File: config.mk
export PLATFORM = sky130hd
export DESIGN_NAME = led_bar_monitor
export DESIGN_NICKNAME = d
export VERILOG_FILES = /design/src/rtl/led_pkg.sv /design/src/rtl/led_bar_monitor_therm_decode.sv /design/src/rtl/led_bar_monitor.sv
export SDC_FILE = /design/constraint.sdc
export NUM_CORES = 1
export LEC_CHECK = 0
export CAP_MARGIN = 0
export CORE_UTILIZATION = 45
export CTS_CLUSTER_DIAMETER = 150
export CTS_CLUSTER_SIZE = 28
export DETAILED_ROUTE_END_ITERATION = 7
export PLACE_DENSITY = 0.8
export SYNTH_ARGS = -nofsm -noshare
export SYNTH_HDL_FRONTEND = slang
export SYNTH_SLANG_ARGS = --single-unit
File: constraint.sdc
create_clock -name clk -period 8 [get_ports clk]
set_input_delay 0.8 -clock clk [delete_from_list [all_inputs] [get_ports clk]]
set_output_delay 0.8 -clock clk [all_outputs]
set_load 0.02 [all_outputs]
File: src/rtl/led_pkg.sv
// Shared definitions for the LED bar chaser/monitor pair: FSM state encoding
// (identical to the dir output encoding), default bar width and level width.
package led_pkg;

  typedef enum logic [1:0] {
    S_IDLE = 2'd0,
    S_UP   = 2'd1,
    S_DOWN = 2'd2,
    S_SYNC = 2'd3
  } state_e;

  localparam int WIDTH_DEF = 16;

  // Bits needed to hold a lit-LED count in 0..w.
  function automatic int lvl_width(input int w);
    return $clog2(w + 1);
  endfunction

endpackage

File: src/rtl/led_bar_monitor_therm_decode.sv
// Combinational thermometer-to-binary decode of the LED bar with a
// legality flag (bar must be a contiguous run of ones from bit 0).
module therm_decode #(
  parameter int WIDTH = 16,
  parameter int LVL_W = 5
) (
  input  logic [WIDTH-1:0] led_i,
  output logic [LVL_W-1:0] level_o,
  output logic             legal_o
);

  logic [WIDTH-1:0] led_inc;

  // A legal code plus one is a power of two (or wraps to zero), so it
  // shares no set bit with the original code.
  assign led_inc = led_i + 1'b1;
  assign legal_o = ((led_i & led_inc) == '0);

  always_comb begin
    // NOTE: blocking assignments are correct inside always_comb; the
    // accumulator is a running sum within one evaluation, not state.
    level_o = '0;
    for (int i = 0; i < WIDTH; i++) begin
      level_o = level_o + LVL_W'(led_i[i]);
    end
  end

endmodule

File: src/rtl/led_bar_monitor.sv
// Receive-side monitor for the LED chaser: decodes the thermometer bar,
// tracks the up/down sequence and reports turn-around and error events.
module led_bar_monitor
  import led_pkg::*;
#(
  parameter int WIDTH = WIDTH_DEF,
  parameter int LVL_W = lvl_width(WIDTH),
  parameter int IDX_W = 3,
  parameter int ERR_W = 8
) (
  input  logic             clk,
  input  logic             reset,
  input  logic             sample_en,
  input  logic             clear,
  input  logic [WIDTH-1:0] led,
  output logic [LVL_W-1:0] level,
  output logic             level_valid,
  output logic [1:0]       dir,
  output logic [IDX_W-1:0] seg_index,
  output logic             peak_pulse,
  output logic             valley_pulse,
  output logic             flick_pulse,
  output logic             seq_done,
  output logic             code_err,
  output logic             step_err,
  output logic [ERR_W-1:0] err_count
);

  localparam logic signed [LVL_W:0] D_ZERO = '0;
  localparam logic signed [LVL_W:0] D_UP   = (LVL_W + 1)'(1);
  localparam logic signed [LVL_W:0] D_DOWN = (LVL_W + 1)'(-1);

  state_e           state_q, state_d;
  logic [LVL_W-1:0] prev_q, prev_d;
  logic [LVL_W-1:0] level_q, level_d;
  logic             valid_q, valid_d;
  logic [IDX_W-1:0] seg_q, seg_d;
  logic [ERR_W-1:0] err_q, err_d;
  logic             peak_q, peak_d, valley_q, valley_d, flick_q, flick_d;
  logic             done_q, done_d, code_q, code_d, step_q, step_d;

  logic [LVL_W-1:0]  n;
  logic              legal;
  logic signed [LVL_W:0] delta;
  logic [ERR_W-1:0]  err_inc;

  therm_decode #(
    .WIDTH(WIDTH),
    .LVL_W(LVL_W)
  ) u_decode (
    .led_i  (led),
    .level_o(n),
    .legal_o(legal)
  );

  assign delta   = $signed({1'b0, n}) - $signed({1'b0, prev_q});
  assign err_inc = (err_q == '1) ? err_q : err_q + 1'b1;

  always_comb begin
    // NOTE: every variable gets a default before any branch so that no
    // path leaves it unassigned, which would otherwise infer a latch.
    state_d  = state_q;
    prev_d   = prev_q;
    level_d  = level_q;
    valid_d  = valid_q;
    seg_d    = seg_q;
    err_d    = err_q;
    peak_d   = 1'b0;
    valley_d = 1'b0;
    flick_d  = 1'b0;
    done_d   = 1'b0;
    code_d   = 1'b0;
    step_d   = 1'b0;

    if (clear) begin
      err_d   = '0;
      state_d = S_SYNC;
    end else if (sample_en) begin
      if (!legal) begin
        code_d  = 1'b1;
        err_d   = err_inc;
        valid_d = 1'b0;
        state_d = S_SYNC;
      end else begin
        level_d = n;
        valid_d = 1'b1;
        prev_d  = n;
        unique case (state_q)
          S_SYNC: begin
            if (n == '0) state_d = S_IDLE;
          end
          S_IDLE: begin
            if (delta == D_UP) begin
              flick_d = 1'b1;
              seg_d   = '0;
              state_d = S_UP;
            end else if (delta != D_ZERO) begin
              step_d  = 1'b1;
              state_d = S_SYNC;
            end
          end
          S_UP: begin
            if (delta == D_ZERO) begin
              peak_d  = 1'b1;
              seg_d   = seg_q + 1'b1;
              state_d = S_DOWN;
            end else if (delta != D_UP) begin
              step_d  = 1'b1;
              state_d = S_SYNC;
            end
          end
          S_DOWN: begin
            if (delta == D_ZERO && n != '0) begin
              valley_d = 1'b1;
              seg_d    = seg_q + 1'b1;
              state_d  = S_UP;
            end else if (delta == D_ZERO) begin
              done_d  = 1'b1;
              seg_d   = '0;
              state_d = S_IDLE;
            end else if (delta == D_UP) begin
              flick_d = 1'b1;
              seg_d   = (seg_q == '0) ? '0 : seg_q - 1'b1;
              state_d = S_UP;
            end else if (delta != D_DOWN) begin
              step_d  = 1'b1;
              state_d = S_SYNC;
            end
          end
          default: state_d = S_SYNC;
        endcase
        if (step_d) err_d = err_inc;
      end
    end
  end

  always_ff @(posedge clk or negedge reset) begin
    // NOTE: sequential state uses non-blocking assignments so all
    // registers sample their next values from the same pre-edge state.
    if (!reset) begin
      state_q  <= S_SYNC;
      prev_q   <= '0;
      level_q  <= '0;
      valid_q  <= 1'b0;
      seg_q    <= '0;
      err_q    <= '0;
      peak_q   <= 1'b0;
      valley_q <= 1'b0;
      flick_q  <= 1'b0;
      done_q   <= 1'b0;
      code_q   <= 1'b0;
      step_q   <= 1'b0;
    end else begin
      state_q  <= state_d;
      prev_q   <= prev_d;
      level_q  <= level_d;
      valid_q  <= valid_d;
      seg_q    <= seg_d;
      err_q    <= err_d;
      peak_q   <= peak_d;
      valley_q <= valley_d;
      flick_q  <= flick_d;
      done_q   <= done_d;
      code_q   <= code_d;
      step_q   <= step_d;
    end
  end

  assign level        = level_q;
  assign level_valid  = valid_q;
  assign dir          = state_q;
  assign seg_index    = seg_q;
  assign peak_pulse   = peak_q;
  assign valley_pulse = valley_q;
  assign flick_pulse  = flick_q;
  assign seq_done     = done_q;
  assign code_err     = code_q;
  assign step_err     = step_q;
  assign err_count    = err_q;

endmodule

# [Word-level counts from Yosys, hierarchy flattened]
# Cells that the tools add are included.
[op_classes] n_addsub=20 eq_ne=15 n_mux=66 n_bitwise=2 reduce_logical=15
[ops] cell="5-bit by 1-bit adder with 5-bit output" n=14
[ops] cell="8-bit two-way mux" n=5
[ops] cell="1-bit two-way mux" n=39
[ops] cell="2-bit two-way mux" n=12
[ops] cell="3-bit two-way mux" n=6
[ops] cell="16-bit by 1-bit adder with 16-bit output, second input constant" n=1
[ops] cell="16-bit bitwise AND" n=1
[ops] cell="16-bit logical NOT" n=1
[ops] cell="5-bit != test, second input constant" n=2
[ops] cell="3-bit case mux with 3 select lines" n=1
[ops] cell="8-bit by 1-bit adder with 8-bit output, second input constant" n=1
[ops] cell="8-bit == test, second input constant" n=1
[ops] cell="4-bit != test, second input constant" n=2
[ops] cell="2-bit case mux with 4 select lines" n=1
[ops] cell="7-bit != test, second input constant" n=1
[ops] cell="7-bit AND reduction" n=1
[ops] cell="6-bit by 2-bit == test with 1-bit output, second input constant" n=1
[ops] cell="6-bit logical NOT" n=1
[ops] cell="6-bit by 1-bit != test with 1-bit output, second input constant" n=1
[ops] cell="6-bit by 2-bit != test with 1-bit output, second input constant" n=1
[ops] cell="6-bit nonzero test" n=1
[ops] cell="5-bit by 5-bit subtractor with 6-bit output" n=1
[ops] cell="5-bit logical NOT" n=1
[ops] cell="5-bit AND reduction" n=1
[ops] cell="18 further kinds" n=21
[totals] reg_bits=25 inputBits=20

# [Logic depth before layout (Yosys ltp)]
[logic_depth] word_depth=29 ltp_mapped=22 depth_no_buf=21

# [By module]
# Synthesis repeated with hierarchy kept, for this count alone.
[unflattened] hier_cells=270 area_unflattened_um2=2399.8
[by_module_without_submodules] module="led_bar_monitor" n_inst=1 cells_per_inst=199 area_per_inst_um2=1825.5
[by_module_without_submodules] module="therm_decode" n_inst=1 cells_per_inst=71 area_per_inst_um2=574.3

# [Least setup slack after synthesis]
# Ideal clock, no wire load.
[synth_path] path_kind="input-to-reg" from="in led[0]" to="reg seg_q[1], in the netlist seg_index[1]" setup_time_ps=125 arrival_ps=6078 required_time_ps=7875 path_slack_ps=1797 path_stages=21 n_path_buf=0 path_cell_list="inv_1 > ha_1 > fa_1 > fa_1 > fa_1 > fa_1 > inv_1 > fa_1 > inv_1 > fa_1 > nor2b_1 > o21ai_0 > inv_1 > ha_1 > nand2b_1 > a21boi_0 > or3b_2 > a21oi_2 > a221oi_2 > nor3_2 > mux2_2"
[synth_between] elab_chain_cells=20
[synth_rtl] item="from (decl)" line_no="led_bar_monitor.sv:15" rtl="input logic [WIDTH-1:0] led,"
[synth_rtl] item="1-bit by 1-bit adder with 2-bit output (*)" line_no="led_bar_monitor_therm_decode.sv:24" rtl="level_o = level_o + LVL_W'(led_i[i]);"
[synth_rtl] item="5-bit by 1-bit adder with 5-bit output (*) (14 in series)" line_no="led_bar_monitor_therm_decode.sv:24"
[synth_rtl] item="net n[4]" line_no="led_bar_monitor.sv:42" rtl="logic [LVL_W-1:0] n;"
[synth_rtl] item="5-bit by 5-bit subtractor with 6-bit output" line_no="led_bar_monitor.sv:56" rtl="assign delta = $signed({1'b0, n}) - $signed({1'b0, prev_q});"
[synth_rtl] item="6-bit logical NOT" line_no="led_bar_monitor.sv:103, led_bar_monitor.sv:113, led_bar_monitor.sv:117"
[synth_rtl] item="1-bit logical AND / 3-bit two-way mux (equally long branches)" line_no="led_bar_monitor.sv:113, led_bar_monitor.sv:117"
[synth_rtl] item="4-bit != test (no line) / 3-bit two-way mux (equally long branches)"
[synth_rtl] item="7-bit AND reduction (no line) / 3-bit case mux with 3 select lines (equally long branches)"
[synth_rtl] item="to (signal assigned)" line_no="led_bar_monitor.sv:158" rtl="seg_q <= seg_d;"
[synth_rtl] item="to (decl)" line_no="led_bar_monitor.sv:37" rtl="logic [IDX_W-1:0] seg_q, seg_d;"
# The timed path passes the listed nets; every way through them passes the cells marked *.
# A chain may end at the register's enable or synchronous reset.

# [Worst setup path after layout]
# Ends and elaborated chain as after synthesis.

==> flow_summary_export.csv <==
group,metric,value,unit
yosys,synthArstFlopShare,100,%
placement,preCtsSetupSlack,0.740,ns
yosys,yosysMostFrequentCell,"inv_1",
final_layout,multiInputGateArea,1550,µm²
sta,finalSetupTns,0,ns
route,wl,5160,µm
sta,drv_slew,0,
floorplanning,ios,45,
final_layout,nNetsFinal,366,
floorplanning,die-area,5550,µm²
yosys,synth.top_cell.area_share,24.4,%
final_layout,ff_latch_area,628,µm²
route,drt-initial-drc-count,151,
clock_tree,clk_latency,0.28,ns
yosys,yosys-top-cells-area,"dfrtp_1 24%, ha_1 12%, fa_1 9.3%",
global_routing,grt_pass1_wl,8710,µm
worst_setup_path,crit_fanout,10,
final_layout,nFillCells,476,
sta,hold_viol,0,
yosys,yosysSeqAreaShare,26.6,%
yosys,yosysWarnings,0,
clock_tree,cts.sinks,25,
yosys,synth.distinct_cells,57,
route,drc,0,
final_layout,postLayoutCoreUtil,57.3,%
clock_tree,cts_tree,"yes",
placement,place.gp.congestion,0.886,
route,vias,2113,
yosys,syn-num-nets,323,
floorplanning,die_height,74.5,µm
floorplanning,initial_core_util,46.6,%
floorplanning,core,5070,µm²
sta,slew_headroom,25.4,%
clock_tree,hold_buffers,0,
clock_tree,cts_resized,0,
worst_hold_path,hold_class,"reg2reg",
floorplanning,rows,26,
pwr,p_per_area,235,nW/µm²
sta,setup_violations,0,
sta,timing.final.crit_share,87.7,%
yosys,synth_area,2360,µm²
sta,worstMarginPinSlew,1.12,ns
final_layout,final_cell_area,2910,µm²
final_layout,antenna_cells,0,
floorplanning,die_w,74.5,µm
worst_setup_path,cp-start-kind,"input pin",
yosys,synth_top_cell_by_area,"dfrtp_1",
final_layout,drive_above_1_share,6.73,%
final_layout,area_growth,23.1,%
yosys,synth_common_cells,"42 x inv_1, 23 x dfrtp_1, 22 x ha_1, 21 x nand2_1",
route,routedWlPerCell,13.5,µm
sta,rsz0062_at_grt,"no",
yosys,synth-main-ff-cell,"dfrtp_1",
yosys,synth_edf_count,0,
worst_setup_path,worstSetupPathType,"in2reg",
route,vias_per_cell,5.53,
global_routing,grt_pass1_vias,2002,
clock_tree,htreeDepth,1,
clock_tree,cts_made_buffers,3,
global_routing,track_usage,20.0,%
clock_tree,postCtsSetupBuffers,0,
clock_tree,clock_path_buffers,2,
pwr,leakage,1.25,nW
route,drtAntennaViolNets,0,
outcome,status,"completed",
worst_setup_path,critical_path.endpoint_type,"flop",
placement,post_dp_cell_area,2860,µm²
global_routing,antenna_found_initial,0,
worst_setup_path,cp.arrival,7.19,ns
yosys,syn_inst,270,
clock_tree,path_clk_slew,0.10,ns
placement,dp.final_hpwl,4130,µm
yosys,synth.avg_cell_area,8.75,µm²
sta,fmaxAchievable,0.143,GHz
sta,setup_ws,0.988,ns
pwr,vdd_ir_drop_max,0.174,mV
route,dr.pass1.iters,5,
sta,clock_skew,0.00784,ns
clock_tree,root_buffer,"clkbuf_8",
global_routing,grt_max_degree,26,
placement,io_buffers,44,
job,maxCapViolCount,0,
worst_setup_path,crit_required,8.17,ns
global_routing,grt_overflow,0,
yosys,ys_ff_latch,25,
sta,finalCriticalPeriod,7.01,ns
==> registers in the layout, summed over array words and instances (netlist names) <==
| name | flops |
|---|---|
| code_err | 1 |
| step_err | 1 |
| seq_done | 1 |
| valley_pulse | 1 |
| level_valid | 1 |
| seg_index | 3 |
| err_count | 8 |
| peak_pulse | 1 |
| level | 5 |
| dir | 2 |
| flick_pulse | 1 |
==> report_power, final <==
part	internal (W)	switching [W]	total [W]
clock	0.0000354	0.0000443	0.0000797
combinational	0.000187	0.000287	0.000475
sequential	0.000128	0.00000145	0.000129
==> path summary, 6_finish.rpt <==
path,start,cells after the start,to,slack [ns]
worst max-delay path,led[0],22,seg_index[1],0.99
worst min-delay path,level_valid,2,level_valid,0.48
worst max register to register,level[0],9,err_count[6],4.79
worst min register to register,level_valid,2,level_valid,0.48
max in group asynchronous,reset,1,step_err,6.22
min in group asynchronous,reset,1,code_err,1.11
==> critical path: stages <==
cell and delay [ns]:
clkdlybuf4s50_1 0.51, inv_1 0.06, ha_1 0.30, fa_1 0.46
fa_1 0.55, fa_1 0.43, fa_1 0.49, inv_1 0.05
fa_1 0.38, inv_1 0.08, fa_1 0.20, nor2b_1 0.05
o21ai_0 0.33, inv_1 0.08, ha_1 0.35, nand2b_1 0.18
a21boi_0 0.21, or3b_2 0.52, a21oi_2 0.41, a221oi_2 0.17
nor3_2 0.22, mux2_2 0.36
==> metrics by stage <==
| stage | hold WS, ns | std cells | power, W |
|---|---|---|---|
| 2_1_floorplan | 0.504 | 270 | 0.000493 |
| 3_3_place_gp | 0.466 | 378 | 0.000578 |
| 3_5_place_dp | 0.468 | 378 | 0.000598 |
| 4_1_cts | 0.488 | 382 | 0.000679 |
| 5_1_grt | 0.501 | 382 | 0.000741 |
| 6_report | 0.482 | 382 | 0.000684 |
==> layout by cell type, fill, tap and decap left out, types with 3 or more instances in the layout <==
cell type        count
clkdlybuf4s50_1     44
inv_1               42
dfrtp_1             23
ha_1                22
nand2_1             21
a21oi_1             14
nor2_1              14
o21ai_0             12
nor3_1              12
fa_1                11
nand3_1              8
nor2b_1              6
nand2b_1             6
mux2i_1              4
nand4_1              4
o211ai_1             4
xor2_1               3
or4_1                3
mux2_2               3
o31ai_1              3
or3_1                3
a211oi_1             3
clkbuf_8             3
==> cells by family after synthesis <==
kind of cell	count (synthesis)	synth area share, %
buffers and inverters	48	7.94
flip-flops	25	26.6
AND/OR/NAND/NOR	92	21.2
XOR/XNOR	5	1.85
adder cells (fa/ha/maj)	33	21.0
AO/OA/AOI/OAI	59	17.8
multiplexers	8	3.60
==> cell type report <==
| class | instances | share of cell area [%] |
|---|---|---|
| Clock buffer | 3 | 1.42 |
| Clock inverter | 1 | 0.258 |
| Inverter | 42 | 5.42 |
| Multi-Input combinational cell | 197 | 53.2 |
| Sequential cell | 25 | 21.6 |
| Tap cell | 70 | 3.01 |
| Timing Repair Buffer | 44 | 15.1 |
==> metal layers <==
metal,routed length (µm),part of all wire (%),global-route usage [%],vias up
met2,2540,49,35.7,72
met5,0,0,0,-
li1,-,-,-,1032
met3,217,4.2,1.76,13
met1,2290,44,25.8,996
met4,110,2.1,5.45,0
(Power assumes the default switching activity.)
